$ cat config.mk
export PLATFORM = sky130hd
export DESIGN_NAME = song_sequencer
export DESIGN_NICKNAME = d
export VERILOG_FILES = /design/src/rtl/song_sequencer.sv
export SDC_FILE = /design/constraint.sdc
export NUM_CORES = 1
export LEC_CHECK = 0
export ABC_CLOCK_PERIOD_IN_PS = 2000
export CELL_PAD_IN_SITES_DETAIL_PLACEMENT = 1
export CELL_PAD_IN_SITES_GLOBAL_PLACEMENT = 2
export CORE_ASPECT_RATIO = 0.8
export CORE_MARGIN = 3
export CORE_UTILIZATION = 32
export CTS_BUF_LIST = sky130_fd_sc_hd__clkbuf_4 sky130_fd_sc_hd__clkbuf_8
export DETAILED_ROUTE_END_ITERATION = 16
export PLACE_DENSITY_LB_ADDON = 0.1
export SLEW_MARGIN = 20
export SYNTH_ARGS = -nofsm -noshare
export SYNTH_HDL_FRONTEND = slang
export SYNTH_SLANG_ARGS = --single-unit
$ cat constraint.sdc
create_clock -name clk -period 2 [get_ports clk]
set_input_delay 0.4 -clock clk [delete_from_list [all_inputs] [get_ports clk]]
set_output_delay 0.4 -clock clk [all_outputs]
set_load 0.01 [all_outputs]
$ cat src/rtl/song_sequencer.sv
// song_sequencer: steps through a fixed song table held in a case-ROM and
// drives the buzzer driver with a per-note clock divider plus a mute flag.
// Each note is followed by a short muted articulation gap. Playback is
// controlled by start/stop, and progress is reported on busy/done/note_idx.
//
// Build option: define SEQ_LOOP_EN to repeat the song indefinitely. After
// each pass, done still pulses and playback restarts at entry 0 with busy
// held high. Without the macro the song plays once and returns to idle.
module song_sequencer #(
    parameter int unsigned CLK_FREQ    = 50_000_000,
    parameter int unsigned BEAT_CYCLES = 12_500_000,
    parameter int unsigned GAP_CYCLES  = 500_000,
    parameter int unsigned SONG_LEN    = 32
) (
    input  logic        clk,
    input  logic        rst,
    input  logic        start,
    input  logic        stop,
    output logic [31:0] div,
    output logic        mute,
    output logic        busy,
    output logic [4:0]  note_idx,
    output logic        done
);

    localparam int unsigned    IDX_W     = (SONG_LEN > 1) ? $clog2(SONG_LEN) : 1;
    localparam logic [4:0]     NOTE_END  = 5'd31;
    localparam logic [4:0]     NOTE_LAST = 5'd21;
    localparam logic [31:0]    BEAT_LAST = 32'(BEAT_CYCLES - 1);
    localparam logic [31:0]    GAP_LAST  = 32'(GAP_CYCLES - 1);
    localparam logic [IDX_W-1:0] IDX_LAST = IDX_W'(SONG_LEN - 1);

    typedef enum logic [2:0] {IDLE, LOAD, PLAY, GAP, FIN} state_t;

    // Note frequencies in Hz: codes 1..21 are the naturals C4..B6.
    function automatic int unsigned note_freq(input int unsigned code);
        int unsigned f;
        case (code)
            1:  f = 262;   2:  f = 294;   3:  f = 330;   4:  f = 349;
            5:  f = 392;   6:  f = 440;   7:  f = 494;
            8:  f = 523;   9:  f = 587;   10: f = 659;   11: f = 698;
            12: f = 784;   13: f = 880;   14: f = 988;
            15: f = 1047;  16: f = 1175;  17: f = 1319;  18: f = 1397;
            19: f = 1568;  20: f = 1760;  21: f = 1976;
            default: f = 0;
        endcase
        return f;
    endfunction

    // Divider for one note code; rests and unused codes map to 0.
    function automatic logic [31:0] note_div(input int unsigned code);
        int unsigned f;
        f = note_freq(code);
        return (f == 0) ? 32'd0 : 32'(CLK_FREQ / f);
    endfunction

    // Song table: {note[4:0], beats[2:0]}. Everything past the song reads
    // as the end marker, so the table can be shorter than SONG_LEN.
    function automatic logic [7:0] song_rom(input logic [4:0] addr);
        logic [7:0] entry;
        case (addr)
            5'd0:    entry = {5'd1, 3'd2};   // C4, 2 beats
            5'd1:    entry = {5'd0, 3'd1};   // rest, 1 beat
            5'd2:    entry = {5'd6, 3'd1};   // A4, 1 beat
            default: entry = {NOTE_END, 3'd0};
        endcase
        return entry;
    endfunction

    // Divider LUT, fully constant after elaboration.
    logic [31:0] div_lut [0:31];
    generate
        for (genvar gi = 0; gi < 32; gi++) begin : g_div_lut
            assign div_lut[gi] = note_div(gi);
        end
    endgenerate

    state_t          state_reg, state_next;
    logic [31:0]     div_reg,   div_next;
    logic            mute_reg,  mute_next;
    logic            busy_reg,  busy_next;
    logic            done_reg,  done_next;
    logic [IDX_W-1:0] idx_reg,  idx_next;
    logic [31:0]     cnt_reg,   cnt_next;
    logic [2:0]      beat_reg,  beat_next;

    logic [7:0]      rom_data;
    logic [4:0]      rom_note;
    logic [2:0]      rom_beats;
    logic            rom_rest;
    logic            fin_entry;

    // Current table entry and its decoded fields.
    always_comb begin
        rom_data  = song_rom(5'(idx_reg));
        rom_note  = rom_data[7:3];
        rom_beats = rom_data[2:0];
        rom_rest  = (rom_note == 5'd0) || (rom_note > NOTE_LAST);
    end

    // Next-state and next-output logic; stop overrides everything outside IDLE.
    always_comb begin
        state_next = state_reg;
        div_next   = div_reg;
        mute_next  = mute_reg;
        busy_next  = busy_reg;
        done_next  = 1'b0;
        idx_next   = idx_reg;
        cnt_next   = cnt_reg;
        beat_next  = beat_reg;
        fin_entry  = 1'b0;

        case (state_reg)
            IDLE: begin
                if (start && !stop) begin
                    state_next = LOAD;
                    busy_next  = 1'b1;
                end
            end
            LOAD: begin
                if (rom_note == NOTE_END) begin
                    fin_entry = 1'b1;
                end else begin
                    div_next   = rom_rest ? 32'd0 : div_lut[rom_note];
                    mute_next  = rom_rest;
                    beat_next  = (rom_beats == 3'd0) ? 3'd1 : rom_beats;
                    cnt_next   = 32'd0;
                    state_next = PLAY;
                end
            end
            PLAY: begin
                if (cnt_reg == BEAT_LAST) begin
                    cnt_next = 32'd0;
                    if (beat_reg <= 3'd1) begin
                        state_next = GAP;
                        mute_next  = 1'b1;
                    end else begin
                        beat_next = beat_reg - 3'd1;
                    end
                end else begin
                    cnt_next = cnt_reg + 32'd1;
                end
            end
            GAP: begin
                if (cnt_reg == GAP_LAST) begin
                    cnt_next = 32'd0;
                    if (idx_reg == IDX_LAST) begin
                        fin_entry = 1'b1;
                    end else begin
                        idx_next   = idx_reg + 1'b1;
                        state_next = LOAD;
                    end
                end else begin
                    cnt_next = cnt_reg + 32'd1;
                end
            end
            FIN: begin
`ifdef SEQ_LOOP_EN
                state_next = LOAD;
`else
                state_next = IDLE;
`endif
            end
            default: state_next = IDLE;
        endcase

        // Entering FIN: silence the buzzer, rewind, and pulse done.
        if (fin_entry) begin
            state_next = FIN;
            div_next   = 32'd0;
            mute_next  = 1'b1;
            done_next  = 1'b1;
            idx_next   = '0;
            cnt_next   = 32'd0;
`ifdef SEQ_LOOP_EN
            busy_next  = 1'b1;
`else
            busy_next  = 1'b0;
`endif
        end

        // Abort: back to idle values without a done pulse.
        if (stop && (state_reg != IDLE)) begin
            state_next = IDLE;
            div_next   = 32'd0;
            mute_next  = 1'b1;
            busy_next  = 1'b0;
            done_next  = 1'b0;
            idx_next   = '0;
            cnt_next   = 32'd0;
            beat_next  = 3'd0;
        end
    end

    // State and output registers with asynchronous reset.
    always_ff @(posedge clk or posedge rst) begin
        if (rst) begin
            state_reg <= IDLE;
            div_reg   <= 32'd0;
            mute_reg  <= 1'b1;
            busy_reg  <= 1'b0;
            done_reg  <= 1'b0;
            idx_reg   <= '0;
            cnt_reg   <= 32'd0;
            beat_reg  <= 3'd0;
        end else begin
            state_reg <= state_next;
            div_reg   <= div_next;
            mute_reg  <= mute_next;
            busy_reg  <= busy_next;
            done_reg  <= done_next;
            idx_reg   <= idx_next;
            cnt_reg   <= cnt_next;
            beat_reg  <= beat_next;
        end
    end

    assign div      = div_reg;
    assign mute     = mute_reg;
    assign busy     = busy_reg;
    assign done     = done_reg;
    assign note_idx = 5'(idx_reg);

endmodule

== Word level (Yosys, flattened, before mapping) ==
Memory sizes are Yosys's and may differ from the RTL's.
Index checks and enable logic that the tools add are counted.
Storage, ports and cells
  memories: 1
  word-level logic and storage cells: 110
  output and inout port bits: 40
  register bits: 78
  latch bits: 0
  memory bits (writable): 0
  bits of input ports: 4
  ROM bits: 1024
Memories
  (name not given): depth 32, bits a word 32, read ports 1, clocked after memory_dff 0, write ports 0, RTL line 124  | div_next = rom_rest ? 32'd0 : div_lut[rom_note];
Operators by class
  shift-type cells: 0
  reductions and logical operators: 24
  bitwise gates (word level): 1
  div/mod/pow operators: 0
  $add $sub $neg: 3
  eq/ne operators: 20
  $lt $le $gt $ge: 3
  multiplexer cells: 50
  multipliers: 0
Operator list (number)
  $mux W32: 12
  $pmux W32 S3: 1
  $mux W3: 13
  $add A32 B1 Y32 const B: 1
  $eq A32 B19 Y1 const B: 1
  $eq A32 B24 Y1 const B: 1
  $mux W5: 5
  $ne A4 B4 Y1 const B: 6
  $pmux W8 S3: 1
  $reduce_bool A3 Y1: 7
  $mux W1: 14
  $pmux W3 S4: 1
  $eq A5 B5 Y1 const B: 2
  $logic_not A5 Y1: 2
  $ne A3 B3 Y1 const B: 3
  $reduce_and A4 Y1: 2
  $eq A3 B2 Y1 const B: 2
  $ge A6 B6 Y1 const B: 1
  $logic_not A3 Y1: 2
  $ne A3 B2 Y1 const B: 2
  $not A5 Y6: 1
  $pmux W3 S2: 1
  $reduce_and A2 Y1: 3
  $reduce_and A6 Y1: 1
  14 further kinds: 16

== Logic depth before layout (Yosys ltp) ==
Gate-level depths: netlist (run 1).
  word-level depth: 11
  mapped depth: 8
  mapped depth without buffers: 8

== Least setup slack after synthesis (run 1) ==
No wires, ideal clock.
  path type: reg-to-reg
  from: reg idx_reg[0], in the netlist note_idx[0]
  to: reg beat_reg[0]
  arrival: 2.073 ns
  period minus slack after synthesis: 2.168 ns
  library setup time: 0.095 ns
  required time: 1.905 ns
  slack: -0.168 ns
  stages on the path, launching flop included: 8
  path through: dfrtp_1 > inv_1 > ha_1 > nor3_1 > o41ai_1 > o21ai_0 > or3_1 > o31ai_1
Between the ends
  cells in the longest elaborated chain, start to end: 7
  elaborated cells on any way between the ends: 12
Ends and longest elaborated chain
  from (decl): RTL line 83  | logic [IDX_W-1:0] idx_reg, idx_next;
  from (signal assigned): RTL line 212  | idx_reg <= idx_next;
  $eq A5 B2 Y1, or another cell as far along: RTL line 61  | case (addr)
  $pmux W8 S3 *: RTL line 61
  $logic_not A3 Y1: RTL line 126  | beat_next = (rom_beats == 3'd0) ? 3'd1 : rom_beats;
  $mux W3: RTL line 126
  $mux W3: RTL line 121  | if (rom_note == NOTE_END) begin
  $pmux W3 S2: RTL line 113  | case (state_reg)
  $mux W3: RTL line 183  | if (stop && (state_reg != IDLE)) begin
  to (signal assigned): RTL line 214  | beat_reg <= beat_next;
  to (decl): RTL line 85  | logic [2:0] beat_reg, beat_next;
Every way passes the cells marked *; elsewhere a longest branch is shown, timed or not. The select of a mux whose other input is x is not followed.
A chain may end at the register's enable or synchronous reset.

== Final worst setup path (run 1) ==
  from: reg cnt_reg[8]
  to: reg cnt_reg[30]
Between the ends
  cells in the longest elaborated chain, start to end: 5
  elaborated cells on any way between the ends: 13
Ends and longest elaborated chain
  from (decl): RTL line 84  | logic [31:0] cnt_reg, cnt_next;
  from (signal assigned): RTL line 213  | cnt_reg <= cnt_next;
  $add A32 B1 Y32, or another cell as far along: RTL line 141, 154
  $mux W32, or another cell as far along: RTL line 145  | if (cnt_reg == GAP_LAST) begin
  $pmux W32 S3 / $pmux W1 S2 (equally long branches): RTL line 113
  $mux W32, or another cell as far along: RTL line 168  | if (fin_entry) begin
  $mux W32 / $reduce_and A2 Y1 (equally long branches)
Several ways; a longest one is shown, not always the timed one.

==> results.cfg, run 1 <==
[status]
status = finished with violations
violations = setup timing

[synthesis]
ys_seq_elements = 53
ys_seq_area_frac = 0.396
synth_cell_types = 52
synth_edf_count = 0
ys.flop_type = dfrtp_1
syn_area_per_cell_um2 = 8.80
yosysWarningCount = 0
synth-async-reset-ratio = 1.00
synth_cells = 381
syn_area_um2 = 3350

[setup_path]
criticalPathCategory = register to register
cpPeakStageDelay_ps = 530
crit_arrival_ps = 2440
cp-start-kind = register
crit_chain = buf_6 > nand2_1 > or4_4 > or3_4 > or4_4 > a21oi_2
cp.required_ps = 2270
critical_path.slowest_cell = or4_4
crit_buf_inv = 1
worst_setup_path_end_kind = register
crit_family = simple AND/OR/NAND/NOR gates
cp_max_fo = 4
crit_top_cell = or4_4

[drt]
initialDrtViolationCount = 192
wl_um = 11100
vias = 3328
drt_pass1_iterations = 4
final_antenna_net_count = 0
route.detailed.drc = 0
wl_per_cell_um = 17.5
viasPerCell = 5.22

[placement]
place_congestion = 0.803
portBuffers = 28
hpwlAfterDp_um = 8210
place_area_um2 = 4420
dp_cells = 614

[layout]
fillerInstances = 1208
final_common_cell = buf_4
largest_register_ffs = 32
layout.nets = 516
layout.cells.most_common_list = buf_4 (100), dfrtp_1 (51), nand2_1 (31)
final_cell_area_um2 = 4910
fin_util = 0.495
multiInputGateArea_um2 = 2040
syn2layout_area_growth_pct = 46.4
layout-drive-gt1-share = 0.349
fin_cells = 637
regArea_um2 = 1330
diodes = 0

[floorplanning]
die_y_um = 97.6
core_um2 = 9930
ios = 44
die_area_um2 = 11800
start_util = 0.338
fp-row-count = 32
fp.dieW_um = 120

[timing]
finalClockSkew_ps = 7.52
timing.final.crit_share = 1.09
maxSlewViolCount = 0
whs_ps = 411
max_freq_mhz = 461
setup_slack_ps = -171
setup_viol = 51
max_slew_margin = 0.655
worstMarginPinSlew_ps = 511
rsz0062_at_grt = true
min_period_ps = 2170
finalHoldViolCount = 0

[power_and_ir_drop]
vdd_drop_max_mv = 0.391
cellPowerDensity_nw_per_um2 = 815
p_leak_nw = 2.15

[global_route]
grt_pass1_wl_um = 18300
track_usage = 0.195
grt-ovfl-total = 0
grt_pass1_vias = 3473
grt_max_degree = 54
grt_antenna_before_repair = 0

[flow_run]
maxCapViolCount = 0

[clocking]
clock_sink_count = 53
htree_levels = 2
clockBufferDepth = 2
clk_pin_slew_ps = 100
cts_buffers = 5
root_buffer = clkbuf_8
cts_tree = yes
clock_latency_ps = 330

[min_path]
min_path_type = input pin to asynchronous set/reset pin
tightest hold or removal path: stages:
cell	delay, ps
clkdlybuf4s50_1	410
inv_2	70
buf_12	260
kinds of logic after synthesis:
family / share of synthesized area
flip-flops: 0.396
XOR/XNOR: 0.0444
AND/OR/NAND/NOR: 0.286
adder cells (fa/ha/maj): 0.0448
AO/OA/AOI/OAI: 0.103
other: 0.00112
buffers and inverters: 0.0929
multiplexers: 0.0328
layout make-up:
type / instances / area share
clock buffers: 6 / 0.0155
clock inverters: 2 / 0.00713
inverters: 13 / 0.00994
multi-input cells: 286 / 0.415
flip-flops and latches: 53 / 0.271
well taps: 136 / 0.0346
repair buffers: 141 / 0.247
power breakdown:
part / switching [mW] / leakage (nW) / internal [mW]
Combinational: 1.02 / 1.37 / 0.914
Clock: 0.403 / 0.0586 / 0.386
Sequential: 0.0893 / 0.722 / 1.19
Total: 1.51 / 2.15 / 2.49
layer usage:
layer | up-vias | global-route usage | part of all wire
met5 | - | 0 | 0
met3 | 8 | 0.0308 | 0.048
met2 | 67 | 0.295 | 0.45
met1 | 1679 | 0.293 | 0.50
li1 | 1574 | - | -
met4 | 0 | 0.0409 | 0.0088
synthesized netlist by cell type (12+ instances only):
cell / n / share of area
a21oi_1: 13 / 0.019
nor3_1: 13 / 0.019
nand2_1: 33 / 0.037
nand4_1: 16 / 0.030
clkbuf_1: 14 / 0.016
nor4_1: 13 / 0.024
nand3_1: 21 / 0.031
ha_1: 12 / 0.045
nor2_1: 40 / 0.045
dfrtp_1: 52 / 0.39
buf_4: 26 / 0.058
xnor2_1: 14 / 0.037
inv_1: 13 / 0.015
final timing paths:
| path | from | end | depth (start not counted) | slack (ps) |
|---|---|---|---|---|
| setup / recovery | cnt_reg[8] | cnt_reg[30] | 6 | -170 |
| hold / removal | rst | cnt_reg[0] | 3 | 410 |
| setup reg to reg | cnt_reg[8] | cnt_reg[30] | 6 | -170 |
| hold reg to reg | beat_reg[2] | beat_reg[2] | 1 | 520 |
| max in group asynchronous | rst | mute | 3 | 1280 |
| min in group clk | beat_reg[2] | beat_reg[2] | 1 | 520 |
per-stage QoR:
stage	power [mW]	worst slack (ps)	setup TNS, ps
2_1_floorplan	2.25	-57.1	-801
3_3_place_gp	2.98	-194	-5760
3_5_place_dp	3.01	-298	-6720
4_1_cts	3.92	-108	-2860
5_1_grt	4.24	-201	-7770
6_report	4.00	-171	-4190
what timing repair did:
item                       CTS  global route
gates resized for setup     41            26
pin swaps                   23            11
setup buffers               11             4
setup endpoints to repair   52            53
hold buffers                 0             0
Note: power is estimated with default switching activity, not from simulation.
==> inputs of run 2 (changes only) <==
--- a/config.mk
+++ b/config.mk
@@ -14,6 +14,7 @@
 export CTS_BUF_LIST = sky130_fd_sc_hd__clkbuf_4 sky130_fd_sc_hd__clkbuf_8
 export DETAILED_ROUTE_END_ITERATION = 16
 export PLACE_DENSITY_LB_ADDON = 0.1
+export REMOVE_ABC_BUFFERS = 1
 export SLEW_MARGIN = 20
 export SYNTH_ARGS = -nofsm -noshare
 export SYNTH_HDL_FRONTEND = slang
==> run 2 against run 1 <==
Net effect:
- the run still ends with setup timing left
- cell area grew 3.0%
- clock-buffer cell count grew 2
- clock power shrank 13%
- fmax grew 0.21%
- critical endpoint is now cnt_reg[19]
- critical path depth grew 2
- clock skew shrank 2.7 ps
==> results.cfg, run 2 (synthesis gave the netlist of run 1 again) <==
[global_route]
grt_max_degree = 54
track_usage = 0.185
grt_antenna_before_repair = 0
grt_pass1_vias = 3332
grt_pass1_wl_um = 17500
grt-ovfl-total = 0

[timing]
timing.final.crit_share = 1.08
rsz0062_at_grt = true
setup_viol = 50
finalClockSkew_ps = 4.83
whs_ps = 446
setup_slack_ps = -167
maxSlewViolCount = 0
min_period_ps = 2170
finalHoldViolCount = 0
max_freq_mhz = 462

[layout]
fin_cells = 630
layout.cells.most_common_list = buf_4 (87), dfrtp_1 (48), nor2_1 (34)
largest_register_ffs = 32
diodes = 0
layout.nets = 509
layout-drive-gt1-share = 0.383
syn2layout_area_growth_pct = 50.8
final_common_cell = buf_4

[floorplanning]
core_um2 = 9930
die_area_um2 = 11800
ios = 44
die_y_um = 97.6
start_util = 0.338
fp.dieW_um = 120
fp-row-count = 32

[flow_run]
maxCapViolCount = 0

[clocking]
htree_levels = 2
ctsHoldBuffers = 0
root_buffer = clkbuf_8
clk_pin_slew_ps = 100
clock_latency_ps = 310
clock_sink_count = 53
clockBufferDepth = 2
cts_buffers = 5
cts_tree = yes

[setup_path]
crit_chain = buf_6 > nand4_4 > buf_6 > or4_4 > a211o_4 > a21oi_4 > buf_6 > nor2_2
crit_top_cell = buf_6
cp_max_fo = 6
reg2reg_from = cnt_reg[12]
cpPeakStageDelay_ps = 430
criticalPathCategory = register to register
worst_setup_path_end_kind = register
crit_arrival_ps = 2380
critical_path.slowest_cell = dfrtp_2
cp-start-kind = register
cp.required_ps = 2210
startpoint = cnt_reg[12]

[min_path]
min_path_type = input pin to asynchronous set/reset pin

[placement]
dp_cells = 603
hpwlAfterDp_um = 7800
place_congestion = 0.815
portBuffers = 28

[drt]
drt_pass1_iterations = 4
viasPerCell = 5.20
vias = 3275
route.detailed.drc = 0
final_antenna_net_count = 0
initialDrtViolationCount = 147
wl_um = 11000
wl_per_cell_um = 17.4

[power_and_ir_drop]
vdd_drop_max_mv = 0.447
p_leak_nw = 2.15
finalPower_mw = 3.94
cellPowerDensity_nw_per_um2 = 780

[status]
violations = setup timing
status = finished with violations
[run 2: changes by cell type in the layout (fill, tap and decap cells not counted), moves of 4 or more]
cell / change
buf_4: -13
buf_6: +5
nor2_2: -5
a31oi_4: +4
nor2_1: +4
o21ai_0: -4
o21ai_2: +4
[run 2: critical path: cells and delay by family (launching register included)]
kind	cells	cell delay, ps
simple gates	3	570
flops	1	430
buf+inv	3	460
compound gates	2	590
[run 2: power breakdown]
group / internal [mW] / switching [mW] / leakage (nW)
logic: 0.905 / 1.04 / 1.38
registers: 1.19 / 0.122 / 0.717
clock network: 0.311 / 0.380 / 0.0523
total: 2.41 / 1.54 / 2.15
[run 2: path summary, 6_finish.rpt]
check | slack [ps] | end | cells after the start
hold / removal | 450 | cnt_reg[0] | 3
min in group clk | 520 | busy | 2
setup reg to reg | -170 | cnt_reg[19] | 8
hold reg to reg | 520 | busy | 2
max in group asynchronous | 1260 | mute | 3
setup / recovery | -170 | cnt_reg[19] | 8
[run 2: through the flow]
| stage | area (um2) | util | worst slack (ps) | setup TNS (ps) |
|---|---|---|---|---|
| 3_5_place_dp | 4270 | 0.430 | -283 | -10000 |
| 4_1_cts | 4670 | 0.470 | -162 | -5080 |
| 2_1_floorplan | 3140 | - | -269 | -5090 |
| 5_1_grt | 5060 | 0.510 | -273 | -9660 |
| 6_report | 5060 | 0.510 | -167 | -5240 |
| 3_3_place_gp | 4270 | 0.430 | -280 | -7440 |
[run 2: area by class of cell]
cell class	count	area [um2]
tap	136	170
clock buffer	8	97.6
multi-input combinational	286	2230
inverter	13	53.8
fill	1160	4870
timing repair buffer	134	1180
sequential	53	1330
[run 2: metal layers]
metal	wire, um	part of all wire	global-route usage
met5	0	0	0
met1	5590	0.51	0.285
met2	4990	0.45	0.273
met4	65	0.0059	0.0296
met3	338	0.031	0.0320
[run 2: repair_timing]
item                       4_1_cts  5_1_grt
pin swaps                       18       38
setup endpoints to repair       52       54
gates resized for setup         46       73
buffers inserted                13        6
hold endpoints to repair         0        0
==> inputs of run 3 (changes only) <==
--- a/config.mk
+++ b/config.mk
@@ -9,13 +9,13 @@
 export CELL_PAD_IN_SITES_DETAIL_PLACEMENT = 1
 export CELL_PAD_IN_SITES_GLOBAL_PLACEMENT = 2
 export CORE_ASPECT_RATIO = 0.8
-export CORE_MARGIN = 3
-export CORE_UTILIZATION = 32
+export CORE_MARGIN = 2
+export CORE_UTILIZATION = 36
 export CTS_BUF_LIST = sky130_fd_sc_hd__clkbuf_4 sky130_fd_sc_hd__clkbuf_8
 export DETAILED_ROUTE_END_ITERATION = 16
+export DONT_BUFFER_PORTS = 1
 export PLACE_DENSITY_LB_ADDON = 0.1
 export REMOVE_ABC_BUFFERS = 1
-export SLEW_MARGIN = 20
 export SYNTH_ARGS = -nofsm -noshare
 export SYNTH_HDL_FRONTEND = slang
 export SYNTH_SLANG_ARGS = --single-unit
==> run 3 against run 2 <==
Net effect:
- the flow still finishes with violations (setup timing)
- total power decreased by 3.3%
- via count decreased by 1.6%
- sequential share of layout area increased by 1.1 points
- hold slack got worse by 190 ps
- clock power increased by 16%
- wire length unchanged
- combinational power decreased by 14%
- global-route usage increased by 3.3 points
- largest cell class unchanged
==> results.cfg, run 3 (synthesis gave the netlist of run 1 again) <==
[floorplanning]
ios = 44
fp.dieW_um = 112
die_y_um = 90.3
start_util = 0.371
fp-row-count = 31
core_um2 = 9040
die_area_um2 = 10100

[setup_path]
reg2reg_from = cnt_reg[0]
worst_setup_path_end_kind = register
criticalPathCategory = register to register
crit_arrival_ps = 2370
cp-start-kind = register
cp.required_ps = 2260
cp_max_fo = 4
startpoint = cnt_reg[0]

[layout]
fin_cells = 599
syn2layout_area_growth_pct = 45.1
fillerInstances = 1031
layout-drive-gt1-share = 0.405
layout.cells.most_common_list = buf_4 (107), dfrtp_1 (47), nor2_1 (39)
layout.nets = 499
largest_register_ffs = 32
diodes = 0
final_common_cell = buf_4

[placement]
dp_cells = 562
portBuffers = 0
hpwlAfterDp_um = 7740
place_congestion = 0.828

[timing]
rsz0062_at_grt = true
finalClockSkew_ps = 8.20
min_period_ps = 2110
setup_slack_ps = -113
whs_ps = 260
maxSlewViolCount = 0
finalHoldViolCount = 0
timing.final.crit_share = 1.06
max_freq_mhz = 473
setup_viol = 50

[power_and_ir_drop]
vdd_drop_max_mv = 0.548
cellPowerDensity_nw_per_um2 = 784
switchingPower_mw = 1.47
p_leak_nw = 2.17
intPower_mw = 2.34
swShare = 0.386
power_frac_seq = 0.354
clkPwrFrac = 0.210
p_comb_frac = 0.436

[drt]
final_antenna_net_count = 0
viasPerCell = 5.38
wl_per_cell_um = 18.3
vias = 3223
initialDrtViolationCount = 169
wl_um = 11000
route.detailed.drc = 0
drt_pass1_iterations = 4

[clocking]
cts_tree = yes
cts_buffers = 5
clk_pin_slew_ps = 100
clock_sink_count = 53
htree_levels = 2
clockBufferDepth = 2
root_buffer = clkbuf_8
clock_latency_ps = 320

[global_route]
grt_antenna_before_repair = 0
grt-ovfl-total = 0
grt_pass1_vias = 3401
grt_pass1_wl_um = 17700
grt_max_degree = 49
track_usage = 0.218

[status]
violations = setup timing
status = finished with violations

[min_path]
hold_start = start
min_path_type = input pin to register

[flow_run]
maxCapViolCount = 0
-- run 3: area by class of cell --
| type | instances | area [um2] | share of cell area |
|---|---|---|---|
| repair buffers | 124 | 1040 | 0.214 |
| well taps | 115 | 144 | 0.0296 |
| inverters | 13 | 51.3 | 0.0105 |
| flip-flops and latches | 53 | 1330 | 0.274 |
| clock buffers | 7 | 90.1 | 0.0185 |
| multi-input cells | 286 | 2180 | 0.447 |
| clock inverters | 1 | 30.0 | 0.00617 |
-- run 3: metrics by stage --
stage / utilization / total power, mW / setup TNS (ps) / cell area (um2) / setup slack, ps
floorplan: - / 2.06 / -5090 / 3140 / -269
global placement: 0.448 / 2.70 / -8870 / 4050 / -229
detailed placement: 0.448 / 2.74 / -9700 / 4050 / -267
CTS: 0.511 / 3.72 / -966 / 4620 / -111
global route: 0.539 / 4.03 / -6200 / 4870 / -189
finish: 0.539 / 3.81 / -2430 / 4870 / -113
-- run 3: repair_timing --
item,in CTS,in global routing
setup buffers,20,8
hold buffers,1,0
pin swaps,22,16
hold endpoints to repair,5,0
gates cloned,0,0
setup endpoints to repair,52,53
gates resized for setup,61,33
-- run 3: power by group through the flow --
stage          Clock (mW)  Combinational, mW  Sequential [mW]
2_1_floorplan           0              0.687             1.37
5_1_grt             0.855               1.80             1.37
4_1_cts             0.821               1.55             1.35
6_report            0.801               1.66             1.35
3_3_place_gp            0               1.34             1.37
3_5_place_dp            0               1.38             1.37
-- run 3: worst paths after layout --
path,to,slack [ps],cells after the start
worst max register to register,mute,-110,7
worst max-delay path,mute,-110,7
worst min register to register,beat_reg[2],570,1
max in group asynchronous,mute,1020,3
worst min-delay path,busy,260,2
min in group asynchronous,cnt_reg[4],420,2
-- run 3: worst max-delay path: stages (launching register included) --
cell     delay, ps
dfrtp_1        380
ha_2           180
nand4_1        240
buf_4          250
or4_4          560
buf_6          150
a32oi_2        140
o21a_1         150
-- run 3: routing by layer --
layer	GRT usage	vias to the layer above	part of all wire
li1	-	1537	-
met1	0.316	1636	0.51
met2	0.347	41	0.45
met3	0.0356	9	0.025
met4	0.0401	0	0.010
met5	0	-	0
